--- src/rtl/acc_pkg.sv ---
// Shared definitions for the polynomial accumulator.
// Holds the command encodings, the FSM state type and the default
// pipeline constants. The modulus default is the Kyber prime.
package acc_pkg;

  localparam logic [2:0] CMD_NONE  = 3'd0;
  localparam logic [2:0] CMD_LOAD  = 3'd1;
  localparam logic [2:0] CMD_ACC   = 3'd2;
  localparam logic [2:0] CMD_READ  = 3'd3;
  localparam logic [2:0] CMD_CLEAR = 3'd4;

  typedef enum logic [2:0] {
    StIdle,
    StLoad,
    StAcc,
    StDrain,
    StClear,
    StRead,
    StDone
  } state_e;

  localparam int unsigned Q_DEFAULT    = 3329;
  localparam int unsigned DRAIN_CYCLES = 2;
  localparam int unsigned SKID_DEPTH   = 2;

endpackage

--- src/rtl/dual_ram.sv ---
// Simple dual-port RAM: port 1 reads, port 2 writes.
// Ports:
//   clk            clock, rising edge
//   en1/addr1      read enable and address; dout1 is registered (1-cycle latency)
//   we2/addr2/din2 write enable, address and data
// A read and write to the same address in one cycle returns the old data.
module dual_ram #(
  parameter int unsigned DATA_W = 12,
  parameter int unsigned ADDR_W = 7
) (
  input  logic              clk,
  input  logic              en1,
  input  logic [ADDR_W-1:0] addr1,
  output logic [DATA_W-1:0] dout1,
  input  logic              we2,
  input  logic [ADDR_W-1:0] addr2,
  input  logic [DATA_W-1:0] din2
);

  localparam int unsigned DEPTH = 2 ** ADDR_W;

  logic [DATA_W-1:0] mem [DEPTH];

  always_ff @(posedge clk) begin
    if (we2) mem[addr2] <= din2;
    if (en1) dout1 <= mem[addr1];
  end

endmodule

--- src/rtl/mod_add_q.sv ---
// Combinational modular adder: sum = (a + b) mod Q.
// Ports:
//   a    operand already reduced (< Q)
//   b    incoming coefficient, any value < 2Q; reduced once before the add
//   sum  result, < Q
module mod_add_q #(
  parameter int unsigned COEF_W = 12,
  parameter int unsigned Q      = 3329
) (
  input  logic [COEF_W-1:0] a,
  input  logic [COEF_W-1:0] b,
  output logic [COEF_W-1:0] sum
);

  localparam logic [COEF_W:0] QW = (COEF_W + 1)'(Q);

  logic [COEF_W:0] b_red;
  logic [COEF_W:0] s;

  always_comb begin
    b_red = {1'b0, b};
    if (b_red >= QW) b_red = b_red - QW;
    s = {1'b0, a} + b_red;
    if (s >= QW) s = s - QW;
    sum = s[COEF_W-1:0];
  end

endmodule

--- src/rtl/poly_accumulator.sv ---
// Multi-lane polynomial coefficient accumulator (one dual_ram per lane).
// Ports:
//   clk, reset_n          clock and asynchronous active-low reset
//   cmd                   0 none, 1 load, 2 acc, 3 read, 4 clear
//   status, busy          command in execution (0 when idle) and non-idle flag
//   in_valid/addr/data    input beats for LOAD and ACC, no backpressure
//   out_valid/ready       readout handshake
//   out_addr/data         readout word, held stable while stalled
module poly_accumulator
  import acc_pkg::*;
#(
  parameter int unsigned LANES  = 2,
  parameter int unsigned COEF_W = 12,
  parameter int unsigned ADDR_W = 7,
  parameter int unsigned Q      = Q_DEFAULT
) (
  input  logic                    clk,
  input  logic                    reset_n,
  input  logic [2:0]              cmd,
  output logic [2:0]              status,
  output logic                    busy,
  input  logic                    in_valid,
  input  logic [ADDR_W-1:0]       in_addr,
  input  logic [LANES*COEF_W-1:0] in_data,
  output logic                    out_valid,
  input  logic                    out_ready,
  output logic [ADDR_W-1:0]       out_addr,
  output logic [LANES*COEF_W-1:0] out_data
);

  localparam int unsigned DATA_W = LANES * COEF_W;
  localparam logic [ADDR_W-1:0] LAST_ADDR = {ADDR_W{1'b1}};

  state_e            state_q, state_d;
  logic [2:0]        mode_q, mode_d;
  logic [ADDR_W-1:0] addr_q, addr_d;
  logic              issued_all_q, issued_all_d;
  logic [1:0]        drain_q, drain_d;

  // ACC pipeline: s1 = accepted beat, s2 = result being written, s3 = last written result
  logic              s1_valid_q, s2_valid_q, s3_valid_q;
  logic [ADDR_W-1:0] s1_addr_q, s2_addr_q, s3_addr_q;
  logic [DATA_W-1:0] s1_data_q, s2_data_q, s3_data_q;

  // Readout: one read in flight plus output register and one skid entry
  logic              pend_q;
  logic [ADDR_W-1:0] pend_addr_q;
  logic              out_valid_q, out_valid_d, skid_valid_q, skid_valid_d;
  logic [ADDR_W-1:0] out_addr_q, out_addr_d, skid_addr_q, skid_addr_d;
  logic [DATA_W-1:0] out_data_q, out_data_d, skid_data_q, skid_data_d;

  logic              load_we, clr_we, acc_accept, rd_issue, fire, can_issue;
  logic              use_s2, use_s3;
  logic [1:0]        occupancy;
  logic              ram_rd_en, ram_we;
  logic [ADDR_W-1:0] ram_rd_addr, ram_wr_addr;
  logic [DATA_W-1:0] ram_wr_data, ram_rdata, acc_result;
  logic [COEF_W-1:0] lane_rdata [LANES];
  logic [COEF_W-1:0] lane_operand [LANES];
  logic [COEF_W-1:0] lane_sum [LANES];

  assign busy      = (state_q != StIdle);
  assign status    = busy ? mode_q : CMD_NONE;
  assign out_valid = out_valid_q;
  assign out_addr  = out_addr_q;
  assign out_data  = out_data_q;

  assign fire = out_valid_q & out_ready;
  // Entries leaving this cycle free their slot, which keeps 1 word/cycle streaming.
  assign occupancy = 2'(out_valid_q & ~out_ready) + 2'(skid_valid_q) + 2'(pend_q);
  assign can_issue = (occupancy < 2'(SKID_DEPTH));

  always_comb begin
    state_d      = state_q;
    mode_d       = mode_q;
    addr_d       = addr_q;
    issued_all_d = issued_all_q;
    drain_d      = drain_q;
    load_we      = 1'b0;
    clr_we       = 1'b0;
    acc_accept   = 1'b0;
    rd_issue     = 1'b0;
    unique case (state_q)
      StIdle: begin
        addr_d       = '0;
        issued_all_d = 1'b0;
        drain_d      = '0;
        case (cmd)
          CMD_LOAD:  state_d = StLoad;
          CMD_ACC:   state_d = StAcc;
          CMD_READ:  state_d = StRead;
          CMD_CLEAR: state_d = StClear;
          default:   state_d = StIdle;
        endcase
        if (state_d != StIdle) mode_d = cmd;
      end
      StLoad: begin
        load_we = in_valid;
        if (cmd != CMD_LOAD) state_d = StDrain;
      end
      StAcc: begin
        acc_accept = in_valid;
        if (cmd != CMD_ACC) state_d = StDrain;
      end
      StDrain: begin
        drain_d = drain_q + 2'd1;
        if (drain_q == 2'(DRAIN_CYCLES - 1)) state_d = StIdle;
      end
      StClear: begin
        clr_we = 1'b1;
        addr_d = addr_q + 1'b1;
        if (addr_q == LAST_ADDR) state_d = StDone;
      end
      StRead: begin
        if (!issued_all_q && can_issue) begin
          rd_issue = 1'b1;
          addr_d   = addr_q + 1'b1;
          if (addr_q == LAST_ADDR) issued_all_d = 1'b1;
        end
        if (fire && out_addr_q == LAST_ADDR) state_d = StDone;
      end
      StDone: begin
        if (cmd == CMD_NONE) state_d = StIdle;
      end
      default: state_d = StIdle;
    endcase
  end

  always_comb begin
    ram_rd_en   = acc_accept | rd_issue;
    ram_rd_addr = rd_issue ? addr_q : in_addr;
    ram_we      = load_we | clr_we | s2_valid_q;
    ram_wr_addr = s2_addr_q;
    ram_wr_data = s2_data_q;
    if (load_we) begin
      ram_wr_addr = in_addr;
      ram_wr_data = in_data;
    end else if (clr_we) begin
      ram_wr_addr = addr_q;
      ram_wr_data = '0;
    end
  end

  // Results of the two previous beats are not yet visible in the RAM read; newest wins.
  assign use_s2 = s2_valid_q && (s2_addr_q == s1_addr_q);
  assign use_s3 = s3_valid_q && (s3_addr_q == s1_addr_q);

  always_comb begin
    ram_rdata  = '0;
    acc_result = '0;
    for (int l = 0; l < LANES; l++) begin
      ram_rdata[l*COEF_W +: COEF_W]  = lane_rdata[l];
      acc_result[l*COEF_W +: COEF_W] = lane_sum[l];
      if (use_s2)      lane_operand[l] = s2_data_q[l*COEF_W +: COEF_W];
      else if (use_s3) lane_operand[l] = s3_data_q[l*COEF_W +: COEF_W];
      else             lane_operand[l] = lane_rdata[l];
    end
  end

  for (genvar l = 0; l < LANES; l++) begin : g_lane
    dual_ram #(
      .DATA_W(COEF_W),
      .ADDR_W(ADDR_W)
    ) u_ram (
      .clk  (clk),
      .en1  (ram_rd_en),
      .addr1(ram_rd_addr),
      .dout1(lane_rdata[l]),
      .we2  (ram_we),
      .addr2(ram_wr_addr),
      .din2 (ram_wr_data[l*COEF_W +: COEF_W])
    );

    mod_add_q #(
      .COEF_W(COEF_W),
      .Q     (Q)
    ) u_add (
      .a  (lane_operand[l]),
      .b  (s1_data_q[l*COEF_W +: COEF_W]),
      .sum(lane_sum[l])
    );
  end

  always_comb begin
    out_valid_d  = out_valid_q;
    out_addr_d   = out_addr_q;
    out_data_d   = out_data_q;
    skid_valid_d = skid_valid_q;
    skid_addr_d  = skid_addr_q;
    skid_data_d  = skid_data_q;
    if (!out_valid_q || fire) begin
      if (skid_valid_q) begin
        out_valid_d  = 1'b1;
        out_addr_d   = skid_addr_q;
        out_data_d   = skid_data_q;
        skid_valid_d = pend_q;
        skid_addr_d  = pend_addr_q;
        skid_data_d  = ram_rdata;
      end else if (pend_q) begin
        out_valid_d = 1'b1;
        out_addr_d  = pend_addr_q;
        out_data_d  = ram_rdata;
      end else begin
        out_valid_d = 1'b0;
      end
    end else if (pend_q) begin
      skid_valid_d = 1'b1;
      skid_addr_d  = pend_addr_q;
      skid_data_d  = ram_rdata;
    end
  end

  always_ff @(posedge clk or negedge reset_n) begin
    if (!reset_n) begin
      state_q      <= StIdle;
      mode_q       <= CMD_NONE;
      addr_q       <= '0;
      issued_all_q <= 1'b0;
      drain_q      <= '0;
      s1_valid_q   <= 1'b0;
      s1_addr_q    <= '0;
      s1_data_q    <= '0;
      s2_valid_q   <= 1'b0;
      s2_addr_q    <= '0;
      s2_data_q    <= '0;
      s3_valid_q   <= 1'b0;
      s3_addr_q    <= '0;
      s3_data_q    <= '0;
      pend_q       <= 1'b0;
      pend_addr_q  <= '0;
      out_valid_q  <= 1'b0;
      out_addr_q   <= '0;
      out_data_q   <= '0;
      skid_valid_q <= 1'b0;
      skid_addr_q  <= '0;
      skid_data_q  <= '0;
    end else begin
      state_q      <= state_d;
      mode_q       <= mode_d;
      addr_q       <= addr_d;
      issued_all_q <= issued_all_d;
      drain_q      <= drain_d;
      s1_valid_q   <= acc_accept;
      s1_addr_q    <= in_addr;
      s1_data_q    <= in_data;
      s2_valid_q   <= s1_valid_q;
      s2_addr_q    <= s1_addr_q;
      s2_data_q    <= acc_result;
      s3_valid_q   <= s2_valid_q;
      s3_addr_q    <= s2_addr_q;
      s3_data_q    <= s2_data_q;
      pend_q       <= rd_issue;
      pend_addr_q  <= addr_q;
      out_valid_q  <= out_valid_d;
      out_addr_q   <= out_addr_d;
      out_data_q   <= out_data_d;
      skid_valid_q <= skid_valid_d;
      skid_addr_q  <= skid_addr_d;
      skid_data_q  <= skid_data_d;
    end
  end

endmodule
--- config.mk ---
export PLATFORM = sky130hd
export DESIGN_NAME = poly_accumulator
export DESIGN_NICKNAME = d
export VERILOG_FILES = /design/src/rtl/acc_pkg.sv /design/src/rtl/dual_ram.sv /design/src/rtl/mod_add_q.sv /design/src/rtl/poly_accumulator.sv
export SDC_FILE = /design/constraint.sdc
export NUM_CORES = 2
export LEC_CHECK = 0
export ABC_AREA = 1
export CORE_AREA = 2 2 583 585
export CTS_CLUSTER_DIAMETER = 100
export CTS_CLUSTER_SIZE = 24
export DETAILED_ROUTE_END_ITERATION = 10
export DIE_AREA = 0 0 585 587
export PLACE_DENSITY = 0.51
export RECOVER_POWER = 100
export SLEW_MARGIN = 15
export SYNTH_ARGS = -nofsm -noshare
export SYNTH_HDL_FRONTEND = slang
export SYNTH_SLANG_ARGS = --single-unit
--- constraint.sdc ---
create_clock -name clk -period 9.5 [get_ports clk]
set_clock_uncertainty 0.15 [all_clocks]
set_input_delay 1.9 -clock clk [delete_from_list [all_inputs] [get_ports clk]]
set_output_delay 1.9 -clock clk [all_outputs]
set_load 0.01 [all_outputs]
# Yosys cells after proc, flatten, opt, wreduce, memory -nomap -nowiden
# Memories as Yosys holds them, arrays and structs flattened. A register that Yosys moved wholly into a read port is not among the register bits.
# Cells that the tools add are included.
[classes] bitwise_logic=6 n_reduce_logical=22 add_sub_neg=10 eq_ne=26 muxes=49 order_cmp=5
[op_table] cell="2-to-1 mux 24 bit" n=6
[op_table] cell="2-to-1 mux 12 bit" n=6
[op_table] cell="2-to-1 mux 7 bit" n=8
[op_table] cell="adder 12 x 13 -> 13 bit" n=2
[op_table] cell=">= comparator 13 x 12 -> 1 bit (second input constant)" n=2
[op_table] cell="2-to-1 mux 13 bit" n=2
[op_table] cell="subtractor 12 x 12 -> 13 bit (second input constant)" n=2
[op_table] cell=">= comparator 12 bit (second input constant)" n=2
[op_table] cell="2-to-1 mux 3 bit" n=8
[op_table] cell="subtractor 12 bit (second input constant)" n=2
[op_table] cell="one-hot mux 3 bit (7 select lines)" n=1
[op_table] cell="one-hot mux 7 bit (3 select lines)" n=1
[op_table] cell="inequality test 2 bit (second input constant)" n=9
[op_table] cell="== test 7 bit" n=2
[op_table] cell="== test 7 bit (second input constant)" n=2
[op_table] cell="2-to-1 mux 1 bit" n=14
[op_table] cell="== test 3 x 2 -> 1 bit (second input constant)" n=4
[op_table] cell="== test 3 bit (second input constant)" n=4
[op_table] cell="one-hot mux 3 bit (4 select lines)" n=1
[op_table] cell="nonzero test 3 bit" n=3
[op_table] cell="AND reduction 2 bit" n=4
[op_table] cell="nonzero test 2 bit" n=4
[op_table] cell="adder 7 x 1 -> 7 bit (second input constant)" n=1
[op_table] cell="== test 3 x 1 -> 1 bit (second input constant)" n=2
[op_table] cell="other kinds (18)" n=26
[totals] ff_bits=184 output_inout_bits=36 mem_bits_rw=3072 n_memories=2 elab_cells=142
[memory_table] memory="g_lane[0].u_ram.mem" words=128 width=12 rd=1 rd_ports_with_merged_regs=1 write_ports=1 line="dual_ram.sv:22" source="logic [DATA_W-1:0] mem [DEPTH];"
[memory_table] memory="g_lane[1].u_ram.mem" words=128 width=12 rd=1 rd_ports_with_merged_regs=1 write_ports=1 line="dual_ram.sv:22"

# Logic depth before layout (Yosys ltp)
[depth] word_depth=9 depth_mapped=28 depth_no_buf=27

# Cells and area by module
# A second synthesis with hierarchy kept.
[hier_totals] cells_unflattened=12080 hier_area_um2=136977.6
[by_module_without_submodules] mod="dual_ram" cells_each=5265 n_inst=2 area_per_inst_um2=62872.8
[by_module_without_submodules] mod="poly_accumulator" cells_each=933 n_inst=1 area_per_inst_um2=7953.9
[by_module_without_submodules] mod="mod_add_q at g_lane[0].u_add" cells_each=312 n_inst=1 area_per_inst_um2=1655.3
[by_module_without_submodules] mod="mod_add_q at g_lane[1].u_add" cells_each=305 n_inst=1 area_per_inst_um2=1622.8

# Least setup slack after synthesis
# OpenSTA, ideal clock, no wires.
[synth_path] kind="in2reg" from="input port in_valid" to="memory g_lane[0].u_ram.mem[0][10], data pin" path_buffers=1 slack_ps=712 arrival_ps=7440 path_stages=6 required_ps=8153 setup_time_ps=1197 path_cell_list="inv_1 > nor2_4 > nor2_1 > inv_1 > clkbuf_1 > o21ai_0"
[synth_via] elab_chain_cells=2
[synth_rtl] item="start, declared" line="poly_accumulator.sv:22" source="input logic in_valid,"
[synth_rtl] item="2-to-1 mux 1 bit" line="poly_accumulator.sv:83" source="unique case (state_q)"
[synth_rtl] item="2-to-1 mux 24 bit" line="poly_accumulator.sv:135" source="if (load_we) begin"
[synth_rtl] item="net g_lane[0].u_ram.din2[10]" line="dual_ram.sv:17" source="input logic [DATA_W-1:0] din2"
[synth_rtl] item="end, declared" line="dual_ram.sv:22"
# The timed path passes the listed nets, and every way through them passes these cells.

# Final worst setup path
[layout_path] from="input port in_valid" to="memory g_lane[1].u_ram.mem[70][2] (enable)"
[layout_via] elab_chain_cells=5
[layout_rtl] item="2-to-1 mux 1 bit (*)" line="poly_accumulator.sv:83"
[layout_rtl] item="bitwise OR 1 bit (2 in a row)" line="poly_accumulator.sv:132" source="ram_we = load_we | clr_we | s2_valid_q;"
[layout_rtl] item="2-to-1 mux 1 bit" line="dual_ram.sv:25" source="if (we2) mem[addr2] <= din2;"
[layout_rtl] item="2-to-1 mux 1 bit (not written as such)" line="dual_ram.sv:25"
[layout_rtl] item="end, declared" line="dual_ram.sv:22"
# Every way passes the cells marked *; elsewhere a longest branch is shown, timed or not.

==> results_tabular.tex <==
\begin{tabular}{lr}
\hline
Metric & Value \\
\hline
\multicolumn{2}{l}{\textbf{STA}} \\
Final critical path time including I/O delays and setup & 8.23 ns \\
Timing-limited maximum frequency & 121 MHz \\
Final setup vio count & 0 \\
Sum of negative setup slack & 0 ns \\
Slew at the pin closest to its max-slew limit & 5.96 ns \\
Final Hold Violating Endpoints & 0 \\
Rel. slew slack & -2.97 \\
Count of final max-slew check failures & 2,041 \\
Setup repair after global routing missed its margin & false \\
Share of the clock period used by the worst path after layout & 0.867 \\
\multicolumn{2}{l}{\textbf{CTS}} \\
Post-CTS Setup Inserts & 0 \\
Reg clk slew, reported paths & 0.10 ns \\
CTS tree & yes \\
Level count of the clock H-tree & 4 \\
Post-cts hold buffer count & 0 \\
Number of buffers added by the clock tree synthesis step & 160 \\
Clock network latency to the later pin of the worst-skew pair & 0.89 ns \\
Maximum count of clock buffers along a single path & 4 \\
Cts repair resizes & 0 \\
Clock root buffer & sky130\_fd\_sc\_hd\_\_clkbuf\_16 \\
Count of clock tree sinks & 3,280 \\
\multicolumn{2}{l}{\textbf{Global routing}} \\
Maximum number of pins on one net before global-route repair & around 180 \\
Gr usage total & 0.250 \\
Wire length of the first global-routing pass & 626,000 um \\
Via count of the first global-routing pass & 84,600 \\
Grt total ovfl & 0 \\
Initial antenna violation count & 21 \\
\multicolumn{2}{l}{\textbf{Routing}} \\
Via count & 90,000 \\
Wire length on met3 & 34,900 um \\
Number of optimization iterations in the first detailed-route pass & 8 \\
Top sig layer & met5 \\
DRC violation count after routing & 0 \\
Detailed-routing wirelength on met1 & roughly 190,000 um \\
Met2 WL & 201,000 um \\
DRT iter0 DRCs & 12,000 \\
Sum of routed wire length over all layers & 438,000 um \\
Number of nets with antenna violations after routing & 0 \\
Average vias per placed instance & between 5 and 6 \\
Average routed wire per standard cell & 27.7 um \\
\multicolumn{2}{l}{\textbf{Floorplanning}} \\
Vert. Die Dim & about 590 um \\
Starting Density & 0.397 \\
Total core area & 338,000 um\^{}2 \\
Number of placement rows & $\sim$210 \\
Number of I/O pins & 74 \\
Area of the die & $\sim$340,000 um\^{}2 \\
Die Span X & 585 um \\
\multicolumn{2}{l}{\textbf{Place}} \\
Port Buffer Count & 73 \\
Detail Placement HPWL & 238,000 um \\
Placed Area & 141,000 um\^{}2 \\
Final weighted congestion in routability-driven placement & 0.849 \\
\multicolumn{2}{l}{\textbf{Pwr}} \\
Part of the power in registers & 0.516 \\
Logic gate share of total power & 0.281 \\
Pint & 24.5 mW \\
Worst ir drop on vdd & 0.208 mV \\
Leakage dissipation & approximately 50 nW \\
Clock power share & 0.203 \\
Sw Share & 0.357 \\
Power density over the cells & 263 nW/um\^{}2 \\
Switching power total & 13.6 mW \\
\multicolumn{2}{l}{\textbf{Worst setup path}} \\
Cell Chain, Critical Path & dlygate4sd3\_1 > inv\_1 > nor2\_1 > inv\_1 > o21ai\_1 > inv\_1 > nor2\_1 > nand3\_2 > nor2\_1 > clkbuf\_2 \\
Critical Path Slowest Stage Cell & sky130\_fd\_sc\_hd\_\_nor2\_1 \\
CP peak stage delay & between 1.5 and 2 ns \\
CP startpoint kind & input port \\
Crit-path max FO & 26 \\
Kind of critical path & in -> reg \\
CP endpoint kind & flip-flop \\
Setup slack on the worst flop-to-flop path & 2.08 ns \\
Data required time at the worst endpoint & 9.84 ns \\
Critical path data arrival time & 8.57 ns \\
\multicolumn{2}{l}{\textbf{Finish}} \\
Post-layout net count & around 11,000 \\
Signed area change from the synthesized netlist to the final layout & 7.78\% \\
Non-Filler Cell Area, Final & 145,000 um\^{}2 \\
Layout cells sized above 1 & 0.0512 \\
\multicolumn{2}{l}{\textbf{Synthesis}} \\
Number of distinct library cell variants in the gate-level netlist after synthesis & 45 \\
Synthesized netlist net count & 11,500 \\
Total standard cell area after synthesis & 134,000 um\^{}2 \\
Synth Area per Inst & 11.7 um\^{}2 \\
Synth Warn \# & 0 \\
Sequential-to-total area share from yosys stat & 0.727 \\
Number of register bits inferred by synthesis & 3,280 \\
Synthesized instance count & 11,400 \\
\multicolumn{2}{l}{\textbf{Job}} \\
Max-cap viol count & 41 \\
\multicolumn{2}{l}{\textbf{Run status}} \\
Result of the run & finished, violations left \\
Failing checks & capacitance limit, slew limit \\
\multicolumn{2}{l}{\textbf{Hold path}} \\
Worst hold-check path type & reg -> reg \\
\hline
\end{tabular}
-- layout make-up --
| cell class | count | area (um^2) |
|---|---|---|
| Fill cell | 31200 | 193000 |
| Sequential cell | 3280 | 97600 |
| Multi-Input combinational cell | 7172 | 32700 |
| Tap cell | 4536 | 5680 |
| Clock buffer | 183 | 4180 |
| Timing Repair Buffer | 377 | 3430 |
| Inverter | 235 | 901 |
| Clock inverter | 13 | 168 |
| Antenna cell | 11 | 27.5 |
-- layout by cell type (no fill, tap or decap), types with 31 or more instances in the layout --
cell type / n
sky130_fd_sc_hd__o21ai_0: 166
sky130_fd_sc_hd__nand3_1: 3259
sky130_fd_sc_hd__clkbuf_16: 164
sky130_fd_sc_hd__nor2_2: 88
sky130_fd_sc_hd__buf_4: 186
sky130_fd_sc_hd__clkbuf_1: 58
sky130_fd_sc_hd__ha_1: 36
sky130_fd_sc_hd__inv_1: 225
sky130_fd_sc_hd__dlygate4sd3_1: 70
sky130_fd_sc_hd__edfxtp_1: 3096
sky130_fd_sc_hd__nand2_1: 3274
sky130_fd_sc_hd__dfrtp_1: 183
sky130_fd_sc_hd__xor2_1: 44
sky130_fd_sc_hd__nor2_1: 117
sky130_fd_sc_hd__buf_12: 51
sky130_fd_sc_hd__o211ai_1: 31
-- layer usage --
layer / up-vias / track usage
met5: - / 0
met4: 4 / 0.0761
met3: 502 / 0.0300
met2: 3904 / 0.394
met1: 45700 / 0.362
li1: 39900 / -
-- worst max-delay path: cells and delay by family --
family                 cells  cell delay [ns]
and+or+nand+nor            4             3.58
AOI/OAI and AO/OA          1             0.73
buffers and inverters      5             2.28
-- cells by family (layout without fill, tap and decap cells) --
family	count (synthesis)	after routing	share of synthesized area
buffers and inverters	975	808	0.0325
AND/OR/NAND/NOR	6826	6826	0.223
flip-flops	3280	3280	0.727
AO/OA/AOI/OAI	256	256	0.0105
XOR/XNOR	52	52	0.00339
adder cells (fa/ha/maj)	38	38	0.00365
other	0	11	0
-- path summary, 6_finish.rpt --
kind                                from  depth (start not counted)                    endpoint
setup / recovery                in_valid                         10  g_lane[1].u_ram.mem[70][2]
hold / removal             s2_data_q[23]                          0               s3_data_q[23]
setup reg to reg              state_q[1]                         12  g_lane[1].u_ram.mem[70][2]
hold reg to reg            s2_data_q[23]                          0               s3_data_q[23]
max in group asynchronous        reset_n                          1                skid_valid_q
min in group asynchronous        reset_n                          1                out_data[19]
-- per-stage QoR --
stage	instances	setup WS (ns)	hold WS (ns)	util	total power, mW
6_report	15800	1.27	0.223	0.428	38.1
5_1_grt	15800	1.06	0.235	0.428	39.5
4_1_cts	15800	2.33	0.220	0.430	38.2
3_5_place_dp	15600	1.39	0.212	0.417	30.6
3_3_place_gp	15600	1.37	0.211	0.417	30.4
2_1_floorplan	11400	0.712	0.181	-	26.1
-- flip-flops by register name (all words and copies together), names as in the netlist, 24 cells and up --
signal,count
g_lane.u_ram.mem,3072
g_lane.u_ram.dout1,24
out_data,24
s1_data_q,24
s2_data_q,24
s3_data_q,24
skid_data_q,24
-- cell usage after synthesis (all sizes together) --
library cell	instances	area, um^2
nand2	3280	12300
nand3	3269	16400
edfxtp	3096	93000
buf	566	2830
inv	234	878
nor2	208	807
dfrtp	184	4600
o21ai	181	913
clkbuf	174	653
xor2	44	385
ha	36	450
o211ai	31	233
nand4	30	188
nor3	28	140
a21oi	24	120
xnor2	8	70.1
or2	4	25.0
a31oi	3	18.8
nand3b	3	22.5
nor3b	3	22.5
o22ai	3	18.8
a2111oi	2	17.5
a21boi	2	15.0
a22oi	2	15.0
fa	2	40.0
o21a	2	15.0
o21bai	2	15.0
a211oi	1	7.51
a221oi	1	8.76
clkinv	1	3.75
nor4	1	6.26
o221ai	1	8.76
o311ai	1	8.76
-- power by group through the flow --
stage                     Combinational (mW)  Clock, mW  Sequential (mW)
after floorplan                         5.61          0             20.5
after global placement                  10.7          0             19.7
after detailed placement                10.8          0             19.8
after CTS                               10.9       7.89             19.4
after global routing                    11.5       8.33             19.7
final                                   10.7       7.75             19.6
(Power assumes the default switching activity.)
